**config.mk**
```make
export PLATFORM = sky130hd
export DESIGN_NAME = oport_uart_tx
export DESIGN_NICKNAME = d
export VERILOG_FILES = /design/src/rtl/oport_uart_tx_pkg.sv /design/src/rtl/oport_uart_tx_fifo.sv /design/src/rtl/oport_uart_tx.sv
export SDC_FILE = /design/constraint.sdc
export NUM_CORES = 1
export LEC_CHECK = 0
export ABC_AREA = 0
export CAP_MARGIN = 30
export CORE_MARGIN = 3
export CORE_UTILIZATION = 40
export DETAILED_ROUTE_END_ITERATION = 12
export GPL_TIMING_DRIVEN = 0
export PLACE_DENSITY = 0.7
export SLEW_MARGIN = 20
export SYNTH_ARGS = -nofsm -noshare
export SYNTH_HDL_FRONTEND = slang
export SYNTH_HIERARCHICAL = 1
export SYNTH_SLANG_ARGS = --single-unit
export TNS_END_PERCENT = 30
```
**constraint.sdc**
```tcl
create_clock -name CLK -period 3.05 [get_ports CLK]
set_input_delay 0.61 -clock CLK [delete_from_list [all_inputs] [get_ports CLK]]
set_output_delay 0.61 -clock CLK [all_outputs]
set_load 0.05 [all_outputs]
```
**src/rtl/oport_uart_tx_pkg.sv**
```systemverilog
// oport_uart_tx_pkg: shared payload width, default bit period and transmitter FSM encodings.
package oport_uart_tx_pkg;
   localparam int DATA_LEN        = 4;
   localparam int TX_CLKS_PER_BIT = 4;
   typedef enum logic [2:0] {
      TX_IDLE   = 3'd0,
      TX_START  = 3'd1,
      TX_DATA   = 3'd2,
      TX_PARITY = 3'd3,
      TX_STOP   = 3'd4
   } tx_state_e;
endpackage

```
**src/rtl/oport_uart_tx_fifo.sv**
```systemverilog
// oport_fifo: W x DEPTH nibble FIFO with an up/down occupancy counter; head entry is read combinationally.
module oport_fifo #(
   parameter int W     = 4,
   parameter int DEPTH = 4
) (
   input  logic                      CLK,
   input  logic                      RST,
   input  logic                      push_i,
   input  logic                      pop_i,
   input  logic [W-1:0]              wdata_i,
   output logic [W-1:0]              rdata_o,
   output logic                      full_o,
   output logic                      empty_o,
   output logic [$clog2(DEPTH):0]    level_o
);
   localparam int AW = $clog2(DEPTH);
   localparam logic [AW:0] FULL_LVL = (AW + 1)'(DEPTH);
   logic [W-1:0]  mem_q [DEPTH];
   logic [AW-1:0] wptr_q, rptr_q;
   logic [AW:0]   level_q;
   always_ff @(posedge CLK) if (push_i) mem_q[wptr_q] <= wdata_i;
   // Pointers are AW bits wide, so they wrap modulo DEPTH on their own.
   always_ff @(posedge CLK) begin
      if (RST) begin
         wptr_q  <= '0;
         rptr_q  <= '0;
         level_q <= '0;
      end else begin
         if (push_i) wptr_q <= wptr_q + 1'b1;
         if (pop_i) rptr_q <= rptr_q + 1'b1;
         level_q <= level_q + {{AW{1'b0}}, push_i} - {{AW{1'b0}}, pop_i};
      end
   end
   assign rdata_o = mem_q[rptr_q];
   assign full_o  = level_q == FULL_LVL;
   assign empty_o = level_q == '0;
   assign level_o = level_q;
endmodule

```
**src/rtl/oport_uart_tx.sv**
```systemverilog
// oport_uart_tx: queues OPORT stores and serialises each nibble onto TXD (start, LSB-first data, stop).
// Defining OPORT_TX_PARITY_EN adds an even-parity bit between the data bits and the stop bit.
module oport_uart_tx
   import oport_uart_tx_pkg::*;
#(
   parameter int FIFO_DEPTH   = 4,
   parameter int CLKS_PER_BIT = TX_CLKS_PER_BIT
) (
   input  logic                          CLK,
   input  logic                          RST,
   input  logic [DATA_LEN-1:0]           WDATA,
   input  logic                          WE,
   output logic                          TXD,
   output logic                          BUSY,
   output logic                          FULL,
   output logic                          OVF,
   output logic [$clog2(FIFO_DEPTH):0]   LEVEL
);
   localparam int CW = CLKS_PER_BIT > 1 ? $clog2(CLKS_PER_BIT) : 1;
   localparam int BW = DATA_LEN > 1 ? $clog2(DATA_LEN) : 1;
   localparam logic [CW-1:0] BAUD_LAST = CW'(CLKS_PER_BIT - 1);
   localparam logic [BW-1:0] BIT_LAST  = BW'(DATA_LEN - 1);
   tx_state_e           state_q;
   logic [CW-1:0]       baud_q;
   logic [BW-1:0]       bit_q;
   logic [DATA_LEN-1:0] shift_q, rdata;
   logic                txd_q, txd_d, ovf_q, empty, pop, push, baud_last;
`ifdef OPORT_TX_PARITY_EN
   logic                par_q;
`endif
   // A pop frees a slot at the same edge, so a write into a full FIFO is still accepted then.
   assign pop       = state_q == TX_IDLE && !empty;
   assign push      = WE && (!FULL || pop);
   assign baud_last = baud_q == BAUD_LAST;
   oport_fifo #(.W(DATA_LEN), .DEPTH(FIFO_DEPTH)) u_fifo (
      .CLK(CLK), .RST(RST), .push_i(push), .pop_i(pop), .wdata_i(WDATA),
      .rdata_o(rdata), .full_o(FULL), .empty_o(empty), .level_o(LEVEL)
   );
   always_comb begin
      txd_d = 1'b1;
      if (state_q == TX_START) txd_d = 1'b0;
      else if (state_q == TX_DATA) txd_d = shift_q[0];
`ifdef OPORT_TX_PARITY_EN
      else if (state_q == TX_PARITY) txd_d = par_q;
`endif
   end
   always_ff @(posedge CLK) begin
      if (RST) begin
         state_q <= TX_IDLE;
         baud_q  <= '0;
         bit_q   <= '0;
         shift_q <= '0;
         txd_q   <= 1'b1;
         ovf_q   <= 1'b0;
`ifdef OPORT_TX_PARITY_EN
         par_q   <= 1'b0;
`endif
      end else begin
         txd_q  <= txd_d;
         baud_q <= (state_q == TX_IDLE || baud_last) ? '0 : baud_q + 1'b1;
         if (WE && FULL && !pop) ovf_q <= 1'b1;
         case (state_q)
            TX_IDLE: if (!empty) begin
               shift_q <= rdata;
               bit_q   <= '0;
               state_q <= TX_START;
`ifdef OPORT_TX_PARITY_EN
               par_q   <= ^rdata;
`endif
            end
            TX_START: if (baud_last) state_q <= TX_DATA;
            TX_DATA: if (baud_last) begin
               shift_q <= shift_q >> 1;
               bit_q   <= bit_q + 1'b1;
`ifdef OPORT_TX_PARITY_EN
               if (bit_q == BIT_LAST) state_q <= TX_PARITY;
`else
               if (bit_q == BIT_LAST) state_q <= TX_STOP;
`endif
            end
`ifdef OPORT_TX_PARITY_EN
            TX_PARITY: if (baud_last) state_q <= TX_STOP;
`endif
            TX_STOP: if (baud_last) state_q <= TX_IDLE;
            default: state_q <= TX_IDLE;
         endcase
      end
   end
   assign TXD  = txd_q;
   assign OVF  = ovf_q;
   assign BUSY = state_q != TX_IDLE || !empty;
endmodule

```
==> reports/summary.md <==
The run finished with clean final reports. The H-tree was split into 2 levels. The tools report the number of routed nets with antenna violations as 0. The combinational share of power was 0.336; the post-synthesis average cell area was 12.27 sq um. The first TritonRoute pass finished after 4 iterations. The tool flagged a number of max-cap violations equal to 0.

The tools report the number of hold violations in the final report as 0. The worst slack at placement is 0.2935 ns. The root buffer cell was sky130_fd_sc_hd__clkbuf_8. The tools report the pin count of the biggest net entering global routing as 14. Final critical-path required period: 2.746 ns.

The total standard cell area after synthesis was 1693 sq um; the final-report setup violation count was 0. The worst-case headroom to the max-slew limit was 0.4394; the vias after detailed routing was 1,082. In the layout the commonest cells are sky130_fd_sc_hd__dfxtp_1 (22), sky130_fd_sc_hd__edfxtp_1 (16), sky130_fd_sc_hd__clkdlybuf4s50_1 (13). The buffer and inverter count on the worst path works out to 1. Between clock sinks in the finished design, the worst skew comes to 0.004986 ns. The logs give 154 for the synthesized netlist net count and 0 for the final routed DRC violation total.

Setup repair after global routing left no endpoint under its margin. The cts-stage hold buffer count was 0; the number of design-rule violations left by the first detailed-router iteration was 62. Summed over all instances, the cell type with the most area after synthesis is sky130_fd_sc_hd__edfxtp_1.

The finished cells cover 2023 sq um. For this design the ratio of total power to cell area is 881.7 nW/um^2. TritonCTS built the clock tree.

At the end of routability-driven placement, the weighted congestion stood at 0.7748. The run gives 0.7806 nW as the leakage power total. The clock reaches the later pin of the worst-skew pair after 0.29 ns. Cell internal power was estimated by the tool at 1.222 mW. The share of the cycle needed by the critical path after routing works out to 0.9004. The min-delay analysis places its worst path in the category flop to flop. The switching power as a share of total power was 0.3152; the number of clock buffers inserted by TritonCTS was 5. The die covers 5049 sq um. For the final-report max-slew violation count, the log shows 0. The fraction of layout cells with a size suffix above 1 is 0.09434. The total detailed-routing wirelength was 2750 um; the initial standard-cell utilization of the core was 0.4202. Counting tap cells, the placed design contains a total of 201 instances.

The port buffer count is 13. The category of the worst setup path launch point was a flop. The main flop type after synthesis was sky130_fd_sc_hd__dfxtp_1. At the end of the flow, the number of nets in the layout was 174.

The fmax was 0.3642 GHz. The critical path class is flop to flop. The first global-routing pass estimated 4698 um of wire.

At the worst endpoint, the required time is 3.22 ns. The highest cell delay on the worst timing path is 0.71 ns. Of all nets on the critical path, the largest fanout is 10.

Ranked by total cell area, the synthesized netlist is headed by sky130_fd_sc_hd__edfxtp_1 (28%), sky130_fd_sc_hd__dfxtp_1 (26%), sky130_fd_sc_hd__mux4_1 (6.2%). The critical path goes through clkbuf_1 -> or4_1 -> a21boi_0 -> ha_1 -> fa_1 -> nor2b_1. The fraction of the yosys area taken by sequential cells is 0.5440. At the worst endpoint, the arrival time is 2.91 ns. Synthesis produced a netlist whose cell count is 138. Count of clock tree sinks: 38. The cell family contributing the most delay on the critical path is simple AND/OR/NAND/NOR gates. In this run the post-CTS setup repair buffer count came out at 0.

The finished layout holds 209 standard cells, fillers aside. The switching power of the nets was 0.5622 mW. The area share of the largest cell type after synthesis is 0.2838.

The initialized floorplan defines 23 standard-cell rows. After layout, the worst setup slack is 0.3039 ns. The run gives 14 as the number of top-level pins. For the leftover overflow at the end of global routing, the log shows 0. Compared with the post-synthesis result, the final layout area differs by 19.51%. The detail-routed via count per cell was 5.177. The clock transition at the registers of the reported paths is 0.08 ns, and the final hold slack is 0.4426 ns. The die is 71.06 um tall.

Across the VDD grid, the largest voltage drop is 512.4 uV. The type of destination of the critical path is a flop. At the pin with the least slew margin, the transition time is 0.8335 ns. The run gives 4029 sq um as the total core area.

Detailed placement finished with a half-perimeter wire length of 2050 um. The via count of the first global-routing pass is 1,065, and the die extent in x is 71.06 um. Yosys mapped a number of flops with a built-in enable equal to 16. For the part of the power in the clock network, the log shows 0.280. The number of flip-flops and latches in the synthesized netlist was 38; the total track usage was 0.1226. Counting along the longest clock path gives a buffer depth of 2. During synthesis, Yosys emitted a total of 6 warnings. The post-cts resize count is 0, and the distinct cell type count after synthesis is 38.

The aggregate negative setup slack was 0 ns; the average wire length per cell after detail routing was 13.16 um. The fraction of registers with async set or reset after synthesis works out to 0. The tools report the total cell area at the placement stage as 1886 sq um.

Leaving out fill and tap cells, the most frequent cell in the layout is sky130_fd_sc_hd__dfxtp_1. The number of antenna violations at the first check in global routing was 0; the sequential share of power was 0.384. 0 antenna diodes ended up in the layout. For this design, the slowest cell found on the critical path is sky130_fd_sc_hd__a21boi_0.
routing by layer:
layer  share of wire  routed length, um  global-route usage
met1            0.43               1174              0.1455
met2            0.51               1403              0.2019
met3           0.040                110             0.03977
met4           0.022                 61             0.05637
met5               0                  0                   0
path summary, 6_finish.rpt:
| check | from | endpoint | slack, ns | depth (start not counted) |
|---|---|---|---|---|
| setup / recovery | state_q[0] | u_fifo/level_o[1] | 0.30 | 6 |
| hold / removal | baud_q[0] | baud_q[0] | 0.44 | 1 |
| setup reg to reg | state_q[0] | u_fifo/level_o[1] | 0.30 | 6 |
| hold reg to reg | baud_q[0] | baud_q[0] | 0.44 | 1 |
kinds of logic (layout without fill, tap and decap cells):
kind of cell / after synthesis / after routing / share of synthesized area
muxes: 9 / 9 / 0.09165
buffers and inverters: 16 / 37 / 0.04656
and+or+nand+nor: 45 / 45 / 0.1567
xor gates and xnor gates: 3 / 3 / 0.02439
adders and majority gates: 9 / 9 / 0.07096
AOI/OAI and AO/OA: 18 / 18 / 0.06578
DFF: 38 / 38 / 0.5440
through the flow:
step / power (mW) / util
final: 1.784 / 0.5022
after global routing: 1.904 / 0.5022
after CTS: 1.807 / 0.5022
after detailed placement: 1.303 / 0.4680
after global placement: 1.268 / 0.4680
after floorplan: 1.140 / -
state kept, by name, indices dropped and copies added (netlist names), named ones only:
signal,count
baud_q,2
OVF,1
shift_q,4
u_fifo/mem_q,16
u_fifo/rptr_q,2
bit_q,2
state_q,3
u_fifo/level_o,3
u_fifo/wptr_q,2
TXD,1
cell type report:
cell class	count	area [sq um]
Timing Repair Buffer	13	130.1
Tap cell	50	62.56
Fill cell	360	2006
Clock inverter	3	68.82
Multi-Input combinational cell	84	693.2
Buffer	8	48.80
Sequential cell	38	920.9
Clock buffer	5	68.82
Inverter	8	30.03
power groups by stage:
stage	Sequential, mW	Clock, mW	Combinational [mW]
after detailed placement	0.699	0	0.604
after CTS	0.687	0.513	0.607
after global placement	0.691	0	0.578
final	0.685	0.499	0.600
after global routing	0.700	0.537	0.667
after floorplan	0.750	0	0.390
cell usage after synthesis, types with 3 or more instances:
cell	instances
sky130_fd_sc_hd__a21oi_1	9
sky130_fd_sc_hd__and2_1	4
sky130_fd_sc_hd__clkbuf_1	3
sky130_fd_sc_hd__dfxtp_1	22
sky130_fd_sc_hd__edfxtp_1	16
sky130_fd_sc_hd__ha_1	8
sky130_fd_sc_hd__inv_1	8
sky130_fd_sc_hd__mux2i_1	5
sky130_fd_sc_hd__mux4_1	4
sky130_fd_sc_hd__nand2_1	3
sky130_fd_sc_hd__nor2_1	10
sky130_fd_sc_hd__nor2b_1	4
sky130_fd_sc_hd__nor3_1	4
sky130_fd_sc_hd__o31ai_1	4
sky130_fd_sc_hd__or4_1	4
(Power assumes the default switching activity.)
